===== src/rtl/mem_access_unit_if.sv =====
// Data-memory bus: valid/ready request channel plus a variable-latency read response.
interface mem_access_unit_if;
  logic        dmem_valid;
  logic        dmem_ready;
  logic        dmem_we;
  logic [31:0] dmem_addr;
  logic [3:0]  dmem_be;
  logic [31:0] dmem_wdata;
  logic        dmem_rvalid;
  logic [31:0] dmem_rdata;

  modport master (
    output dmem_valid, dmem_we, dmem_addr, dmem_be, dmem_wdata,
    input  dmem_ready, dmem_rvalid, dmem_rdata
  );

  modport slave (
    input  dmem_valid, dmem_we, dmem_addr, dmem_be, dmem_wdata,
    output dmem_ready, dmem_rvalid, dmem_rdata
  );
endinterface


===== src/rtl/mem_access_unit.sv =====
// RISC-V memory stage: data-bus load/store sequencing, lane steering, load
// alignment/extension, misalignment detection and the MEM/WB register.
module mem_access_unit (
  input  logic        clk,
  input  logic        rst,
  input  logic        reg_wr_M,
  input  logic        mem_wr_M,
  input  logic        mem_rd_M,
  input  logic [2:0]  mem_mask_M,
  input  logic [1:0]  sel_wb_M,
  input  logic [31:0] alu_o_M,
  input  logic [31:0] wr_data_M,
  input  logic [4:0]  rd_M,
  input  logic [31:0] PC4_M,
  output logic        stall_M,
  mem_access_unit_if.master dmem,
  output logic        reg_wr_W,
  output logic [1:0]  sel_wb_W,
  output logic [31:0] alu_o_W,
  output logic [31:0] ld_data_W,
  output logic [4:0]  rd_W,
  output logic [31:0] PC4_W,
  output logic        fault_W
);

  localparam logic [1:0] IDLE     = 2'd0;
  localparam logic [1:0] REQ      = 2'd1;
  localparam logic [1:0] WAIT_RSP = 2'd2;

  logic [1:0]  state_reg, state_next;
  logic [1:0]  off_reg;
  logic [2:0]  mask_reg;

  logic        mem_op, fault, req_ok;
  logic        is_byte, is_half, is_word, illegal_width;
  logic [1:0]  off;
  logic [3:0]  be_vec;
  logic [31:0] wdata_vec;
  logic [31:0] shifted, ld_ext;

  assign off           = alu_o_M[1:0];
  assign mem_op        = mem_rd_M | mem_wr_M;
  assign is_byte       = (mem_mask_M[1:0] == 2'b00);
  assign is_half       = (mem_mask_M[1:0] == 2'b01);
  assign is_word       = (mem_mask_M == 3'b010);
  assign illegal_width = (mem_mask_M == 3'b011) | (mem_mask_M == 3'b110) | (mem_mask_M == 3'b111);
  assign fault         = mem_op & (illegal_width | (is_half & off[0]) | (is_word & (off != 2'b00)));
  assign req_ok        = mem_op & ~fault;

  // Each lane picks the store byte that lands on it; narrower stores are replicated.
  genvar gi;
  generate
    for (gi = 0; gi < 4; gi++) begin : g_lane
      localparam logic [1:0] LANE = 2'(gi);
      assign be_vec[gi] = mem_wr_M & (is_word
                                      | (is_half & (off[1] == LANE[1]))
                                      | (is_byte & (off == LANE)));
      assign wdata_vec[8*gi +: 8] = !mem_wr_M ? 8'h00 :
                                    is_word   ? wr_data_M[8*gi +: 8] :
                                    is_half   ? wr_data_M[8*(gi%2) +: 8] :
                                                wr_data_M[7:0];
    end
  endgenerate

  assign dmem.dmem_we    = mem_wr_M;
  assign dmem.dmem_addr  = {alu_o_M[31:2], 2'b00};
  assign dmem.dmem_be    = be_vec;
  assign dmem.dmem_wdata = wdata_vec;

  always_comb begin
    state_next      = state_reg;
    dmem.dmem_valid = 1'b0;
    stall_M         = 1'b0;
    if (rst) begin
      case (state_reg)
        IDLE: begin
          if (req_ok) begin
            dmem.dmem_valid = 1'b1;
            if (!dmem.dmem_ready) begin
              stall_M    = 1'b1;
              state_next = REQ;
            end else if (mem_rd_M) begin
              stall_M    = 1'b1;
              state_next = WAIT_RSP;
            end
          end
        end
        REQ: begin
          dmem.dmem_valid = 1'b1;
          if (!dmem.dmem_ready) begin
            stall_M = 1'b1;
          end else if (mem_rd_M) begin
            stall_M    = 1'b1;
            state_next = WAIT_RSP;
          end else begin
            state_next = IDLE;
          end
        end
        WAIT_RSP: begin
          if (dmem.dmem_rvalid) state_next = IDLE;
          else                  stall_M    = 1'b1;
        end
        default: state_next = IDLE;
      endcase
    end
  end

  // Offset and width are captured at acceptance so extraction does not rely on upstream.
  always_ff @(posedge clk) begin
    if (!rst) begin
      state_reg <= IDLE;
      off_reg   <= 2'b00;
      mask_reg  <= 3'b000;
    end else begin
      state_reg <= state_next;
      if (dmem.dmem_valid && dmem.dmem_ready) begin
        off_reg  <= off;
        mask_reg <= mem_mask_M;
      end
    end
  end

  always_comb begin
    shifted = dmem.dmem_rdata >> {off_reg, 3'b000};
    case (mask_reg)
      3'b000:  ld_ext = {{24{shifted[7]}}, shifted[7:0]};
      3'b001:  ld_ext = {{16{shifted[15]}}, shifted[15:0]};
      3'b100:  ld_ext = {24'h000000, shifted[7:0]};
      3'b101:  ld_ext = {16'h0000, shifted[15:0]};
      default: ld_ext = dmem.dmem_rdata;
    endcase
  end

  // A stalled cycle retires a bubble so each instruction reaches WB exactly once.
  always_ff @(posedge clk) begin
    if (!rst || stall_M) begin
      reg_wr_W  <= 1'b0;
      sel_wb_W  <= 2'b00;
      alu_o_W   <= 32'h0;
      ld_data_W <= 32'h0;
      rd_W      <= 5'd0;
      PC4_W     <= 32'h0;
      fault_W   <= 1'b0;
    end else begin
      reg_wr_W  <= reg_wr_M & ~fault;
      sel_wb_W  <= sel_wb_M;
      alu_o_W   <= alu_o_M;
      ld_data_W <= (mem_rd_M && !fault) ? ld_ext : 32'h0;
      rd_W      <= rd_M;
      PC4_W     <= PC4_M;
      fault_W   <= fault;
    end
  end

endmodule


===== src/flat_wrapper.sv =====
// flat-port wrapper written by rule: the top's interface ports become plain ports
module mem_access_unit_flat 
  (clk, rst, reg_wr_M, mem_wr_M, mem_rd_M, mem_mask_M, sel_wb_M, alu_o_M, wr_data_M, rd_M, PC4_M, stall_M, reg_wr_W, sel_wb_W, alu_o_W, ld_data_W, rd_W, PC4_W, fault_W, dmem_dmem_valid, dmem_dmem_we, dmem_dmem_addr, dmem_dmem_be, dmem_dmem_wdata, dmem_dmem_ready, dmem_dmem_rvalid, dmem_dmem_rdata);
  mem_access_unit_if dmem_i ();
  input  logic clk;
  input  logic rst;
  input  logic reg_wr_M;
  input  logic mem_wr_M;
  input  logic mem_rd_M;
  input  logic [2:0] mem_mask_M;
  input  logic [1:0] sel_wb_M;
  input  logic [31:0] alu_o_M;
  input  logic [31:0] wr_data_M;
  input  logic [4:0] rd_M;
  input  logic [31:0] PC4_M;
  output logic stall_M;
  output logic reg_wr_W;
  output logic [1:0] sel_wb_W;
  output logic [31:0] alu_o_W;
  output logic [31:0] ld_data_W;
  output logic [4:0] rd_W;
  output logic [31:0] PC4_W;
  output logic fault_W;
  output wire logic [$bits(dmem_i.dmem_valid)-1:0] dmem_dmem_valid;
  output wire logic [$bits(dmem_i.dmem_we)-1:0] dmem_dmem_we;
  output wire logic [$bits(dmem_i.dmem_addr)-1:0] dmem_dmem_addr;
  output wire logic [$bits(dmem_i.dmem_be)-1:0] dmem_dmem_be;
  output wire logic [$bits(dmem_i.dmem_wdata)-1:0] dmem_dmem_wdata;
  input wire logic [$bits(dmem_i.dmem_ready)-1:0] dmem_dmem_ready;
  input wire logic [$bits(dmem_i.dmem_rvalid)-1:0] dmem_dmem_rvalid;
  input wire logic [$bits(dmem_i.dmem_rdata)-1:0] dmem_dmem_rdata;
  assign dmem_dmem_valid = dmem_i.dmem_valid;
  assign dmem_dmem_we = dmem_i.dmem_we;
  assign dmem_dmem_addr = dmem_i.dmem_addr;
  assign dmem_dmem_be = dmem_i.dmem_be;
  assign dmem_dmem_wdata = dmem_i.dmem_wdata;
  assign dmem_i.dmem_ready = dmem_dmem_ready;
  assign dmem_i.dmem_rvalid = dmem_dmem_rvalid;
  assign dmem_i.dmem_rdata = dmem_dmem_rdata;
  mem_access_unit u_core (.clk(clk), .rst(rst), .reg_wr_M(reg_wr_M), .mem_wr_M(mem_wr_M), .mem_rd_M(mem_rd_M), .mem_mask_M(mem_mask_M), .sel_wb_M(sel_wb_M), .alu_o_M(alu_o_M), .wr_data_M(wr_data_M), .rd_M(rd_M), .PC4_M(PC4_M), .stall_M(stall_M), .dmem(dmem_i), .reg_wr_W(reg_wr_W), .sel_wb_W(sel_wb_W), .alu_o_W(alu_o_W), .ld_data_W(ld_data_W), .rd_W(rd_W), .PC4_W(PC4_W), .fault_W(fault_W));
endmodule

===== config.mk =====
export PLATFORM = sky130hd
export DESIGN_NAME = mem_access_unit_flat
export DESIGN_NICKNAME = d
export VERILOG_FILES = /design/src/rtl/mem_access_unit_if.sv /design/src/rtl/mem_access_unit.sv /design/src/flat_wrapper.sv
export SDC_FILE = /design/constraint.sdc
export NUM_CORES = 1
export LEC_CHECK = 0
export ABC_AREA = 1
export BUFFER_PORTS_ARGS = -buffer_cell sky130_fd_sc_hd__clkbuf_2
export CAP_MARGIN = 10
export CELL_PAD_IN_SITES_DETAIL_PLACEMENT = 0
export CELL_PAD_IN_SITES_GLOBAL_PLACEMENT = 2
export CORE_UTILIZATION = 24
export CTS_CLUSTER_SIZE = 40
export DETAILED_ROUTE_END_ITERATION = 8
export PLACE_DENSITY = 0.95
export SETUP_SLACK_MARGIN = 0.2
export SLEW_MARGIN = 25
export SYNTH_ARGS = -nofsm -noshare
export SYNTH_HDL_FRONTEND = slang
export SYNTH_SLANG_ARGS = --single-unit

===== constraint.sdc =====
create_clock -name clk -period 4.57 [get_ports clk]
set_input_delay 1.1425 -clock clk [delete_from_list [all_inputs] [get_ports clk]]
set_output_delay 1.1425 -clock clk [all_outputs]
set_load 0.1 [all_outputs]

* Yosys cells after proc, flatten, opt, wreduce, memory -nomap -nowiden
Cells that the tools add are included.
Operators by class: equal/unequal tests 17, shifts and indexed selects 1, muxes and demuxes 25, bitwise operators 29, reduce and logical (&&, ||, !) cells 12
Operator list (count):
- $pmux W32 S4 | 1
- $mux W8 | 8
- $shr A32 B5 Y16 | 1
- $and A1 B1 Y1 | 15
- $eq A3 B3 Y1 const B | 4
- $mux W2 | 6
- $or A1 B1 Y1 | 11
- $mux W1 | 7
- $eq A2 B1 Y1 const B | 3
- $eq A2 B2 Y1 const B | 3
- $eq A3 B2 Y1 const B | 2
- $logic_not A2 Y1 | 3
- $pmux W2 S3 | 1
- $ne A2 B2 Y1 const B | 2
- $reduce_and A4 Y1 | 1
- $eq A3 B1 Y1 const B | 1
- $logic_not A3 Y1 | 1
- $ne A3 B3 Y1 const B | 1
- $not A1 Y1 | 3
- $pmux W1 S3 | 1
- $logic_and A1 B1 Y1 | 2
- $logic_not A1 Y1 | 2
- $ne A2 B1 Y1 const B | 1
- $pmux W1 S2 | 1
- other kinds (3) | 3
Word-level totals: register bits 112, bits of input ports 145, logic and storage cells 94

* Logic depth before layout (Yosys ltp)
depth in word-level cells 13, depth in mapped cells 10

* Worst setup path after synthesis
No wires, ideal clock.
kind input-to-output, start input port mem_mask_M[0], end output port dmem_dmem_wdata[13], arrival time 3121 ps, data required time 3428 ps, path slack 307 ps, stages 8, path buffers 1, cells stage by stage buf_6 nor2_4 nand2_1 inv_1 nor2_1 nand2_1 o211ai_1 nor2_1
On the way: longest elaborated chain between the ends 4, elaborated cells between the ends (all ways) 5
Ends and longest elaborated chain:
- start, declared | RTL line flat_wrapper.sv:10 | input logic [2:0] mem_mask_M;
- $eq A2 B1 Y1 | RTL line mem_access_unit.sv:44 | assign is_half = (mem_mask_M[1:0] == 2'b01);
- $mux W8 | RTL line mem_access_unit.sv:60 | is_half ? wr_data_M[8*(gi%2) +: 8] :
- $mux W8 * | RTL line mem_access_unit.sv:59 | is_word ? wr_data_M[8*gi +: 8] :
- $mux W8 * | RTL line mem_access_unit.sv:58 | assign wdata_vec[8*gi +: 8] = !mem_wr_M ? 8'h00 :
- end, declared | RTL line flat_wrapper.sv:28 | output wire logic [$bits(dmem_i.dmem_wdata)-1:0] dmem_dmem_wdata;
Every way passes the cells marked *; elsewhere a longest branch is shown, timed or not.

* Worst setup path in the final report
start input port mem_mask_M[0], end output port dmem_dmem_wdata[24]
Same word-level chain as after synthesis.

==> impl_metrics.ini <==
[clock_network]
tritoncts = done
cts_root_buf = clkbuf_16
postCtsSetupRepairBufs = 0
clk_pin_slew_ns = 0.08
cts.repair.resized = 0
cts.htree.levels = 3
holdBufCountCts = 0
numCtsBuffers = 9
clock_insertion_delay_worst_skew_ns = 0.36
numClockSinks = 112
cts_buffer_depth = 2

[timing]
max_clock_freq_mhz = 255
slack_of_the_critical_path_ns = 0.652
timing.max_slew.rel_slack_pct = 34.9
hold_viol_final = 0
grt_setup_unrepaired = no
fin_skew_ns = 0.00722
drv_slew = 0
finalSetupViolCount = 0
tightestPinTransition_ns = 0.975
post-route-period-util_pct = 85.7
period_needed_ns = 3.92
final.setup.tns_ns = 0

[power]
pwr-share-comb_pct = 38.4
power.static_leakage_uw = 0.00404
cellInternalPower_uw = 1630
worst_ir_drop_vdd_v = 0.000177
clock_power_share_pct = 26.8
p_switching_uw = 1430
power-per-cell-area_nw_per_um2 = 417
power.share.switching_pct = 46.6
seq_power_share_pct = 34.7

[logic_synthesis]
synth_edf_count = 0
syn_area_um2 = 5510
synth-seq-area-share_pct = 40.7
synth.largest_area_cell = dfxtp_1
yosys_warnings = 0
synth-seq-cells = 112
netlist-cell-type-count = 35
ys_async_sr_fraction_pct = 0
netlist_top_cells_count = nor2_1 (132), inv_1 (113), dfxtp_1 (112)
synth.most_common_cell = nor2_1
synth_top_area_share_pct = 40.7
postSynth.topFlopCell = dfxtp_1
synth_area_leaders = dfxtp_1 (41%), nor2_4 (15%), nor2_1 (9.0%), inv_1 (7.7%), nand2_1 (7.0%)
synthCells = 702
synth.avg_cell_area_um2 = 7.85

[drt]
drt-initial-drc-count = 181
first_pass_iters = 4
post_drt_via_cell_ratio = 3.95
post-route-drc-count = 0
post_drt_wl_per_cell_um = 12.8
antenna_violating_nets_post_route = 0
dr_total_vias = 4995
route.final.wire_length_mm = 16.2

[critical_path]
timing.critical_path.arrival_ns = 2.78
worst_r2r_startpoint = u_core.state_reg[1]
setup.worst_path.end_class = output port
reg2reg_depth = 7
setup.worst_path.class = in2out
crit_chain = clkbuf_2, nor2_4, nand2_1, inv_1, nor2_1, nand2_1, o211ai_1, nor2_1, clkbuf_2
timing.critical_path.buf_inv = 3
cp_required_ns = 3.43
startpoint_type = input port
timing.rr.end = u_core.PC4_W[16]
timing.critical_path.slowest_cell_delay_ns = 0.46
regToRegSetupSlack_ns = 2.47
cell_family_with_the_largest_share_of_critical_path_delay = buffers and inverters
cell_with_the_largest_stage_delay_on_the_worst_path = clkbuf_2
worst-path-max-fanout = 13

[die]
die_area_um2 = 23600
floorplan.initialDensity_pct = 24.4
io_pins = 321
core_region_area_um2 = 22600
chipHeight_um = 154
rows = 55
fp.dieW_um = 154

[final_layout]
fill_cells = 2514
multi_input_combinational_cell_area_um2 = 2300
drive_above_1_share_pct = 44.3
layout.area.seq_um2 = 2240
insertedDiodeCount = 0
fin_nets = 1120
area_growth_syn_to_layout_pct = 33.0
regs_by_ff_count = u_core.PC4_W x32, u_core.alu_o_W x32, u_core.ld_data_W x32

[global_route]
first_global_vias = 4738
grt_overflow = 0
grt_util_all_layers_pct = 13.8
grt_antenna_before_repair = 0
grt_pass1_wl_mm = 25.0
maximum_number_of_pins_on_one_net_before_global_route_repair = 51

[min_path]
hold_path.startpoint = u_core.state_reg[0]
worst_hold_path_type = reg2reg
timing.hold.worst_path_depth = 2
timing.hold.worst_endpoint = u_core.state_reg[0]

[placed_design]
pre_cts_slack_ns = 0.625
post-dp-hpwl_mm = 13.1
gp_congestion = 0.757
placement.io_buffers = 318

[job]
max-cap-violations = 0

[outcome]
status = complete, no violations
-- through the flow --
step | hold slack, ns | cells | power, uW | utilization, % | cell area [um^2]
after floorplan | 0.476 | 703 | 2090 | - | 5520
after global placement | 0.510 | 1249 | 2270 | 31.1 | 7020
after detailed placement | 0.520 | 1249 | 2270 | 31.1 | 7020
after CTS | 0.531 | 1265 | 3110 | 32.5 | 7330
after global routing | 0.581 | 1265 | 3200 | 32.5 | 7330
final | 0.524 | 1265 | 3060 | 32.5 | 7330
-- cell families after synthesis --
logic type / count (synthesis) / share of synthesized area, %
AND/OR/NAND/NOR: 344 / 35.4
buffers and inverters: 185 / 17.6
flip-flops: 112 / 40.7
AO/OA/AOI/OAI: 59 / 6.01
multiplexers: 1 / 0.182
other: 1 / 0.0680
-- power groups by stage --
stage / clock (uW) / sequential [uW] / combinational (uW)
after floorplan: 0 / 1490 / 597
after global placement: 0 / 1080 / 1190
after detailed placement: 0 / 1090 / 1180
after CTS: 863 / 1060 / 1190
after global routing: 901 / 1070 / 1230
final: 821 / 1060 / 1180
-- layout by cell type (no fill, tap or decap), drive strengths merged --
cell    Yosys  layout
clkbuf      7     324
nor2      204     204
inv       122     127
dfxtp     112     112
nand2     111     111
o21ai      43      43
nand3      17      17
o211ai     10      10
buf        56       9
nand4       7       7
nor4        2       2
a31oi       2       2
a21oi       2       2
conb        1       2
clkinv      0       2
nand3b      1       1
a21boi      1       1
or2         1       1
a211oi      1       1
nor3        1       1
mux2i       1       1
-- metal layers --
layer | vias to the layer above | routed length [um] | global-route usage (%)
met2 | 215 | 8100 | 24.4
met1 | 2176 | 6770 | 16.4
met3 | 11 | 1160 | 3.89
met4 | 0 | 144 | 3.14
met5 | - | 0 | 0
li1 | 2593 | - | -
-- layout make-up --
| type | count | share of cell area [%] |
|---|---|---|
| well taps | 285 | 4.86 |
| repair buffers | 324 | 22.6 |
| inverters | 122 | 6.28 |
| clock buffers | 9 | 3.07 |
| clock inverters | 7 | 1.21 |
| multi-input cells | 406 | 31.4 |
| flip-flops and latches | 112 | 30.6 |
-- worst max path at each step --
stage                        from             endpoint  cells past startpoint
global route        mem_mask_M[0]  dmem_dmem_wdata[25]                      9
CTS                 mem_mask_M[0]  dmem_dmem_wdata[15]                      9
global placement    mem_mask_M[0]  dmem_dmem_wdata[23]                      7
detailed placement  mem_mask_M[0]  dmem_dmem_wdata[15]                      9
floorplan           mem_mask_M[0]  dmem_dmem_wdata[13]                      8
finish              mem_mask_M[0]  dmem_dmem_wdata[24]                      9
-- worst register-to-register path: stages, from the launching register on --
cell and delay [ns]:
dfxtp_1 0.45, nand3b_1 0.14, a21boi_2 0.19, nand2_2 0.09
inv_4 0.05, nand2_8 0.52, buf_4 0.51, nor2_4 0.05
Note: power is estimated with default switching activity, not from simulation.
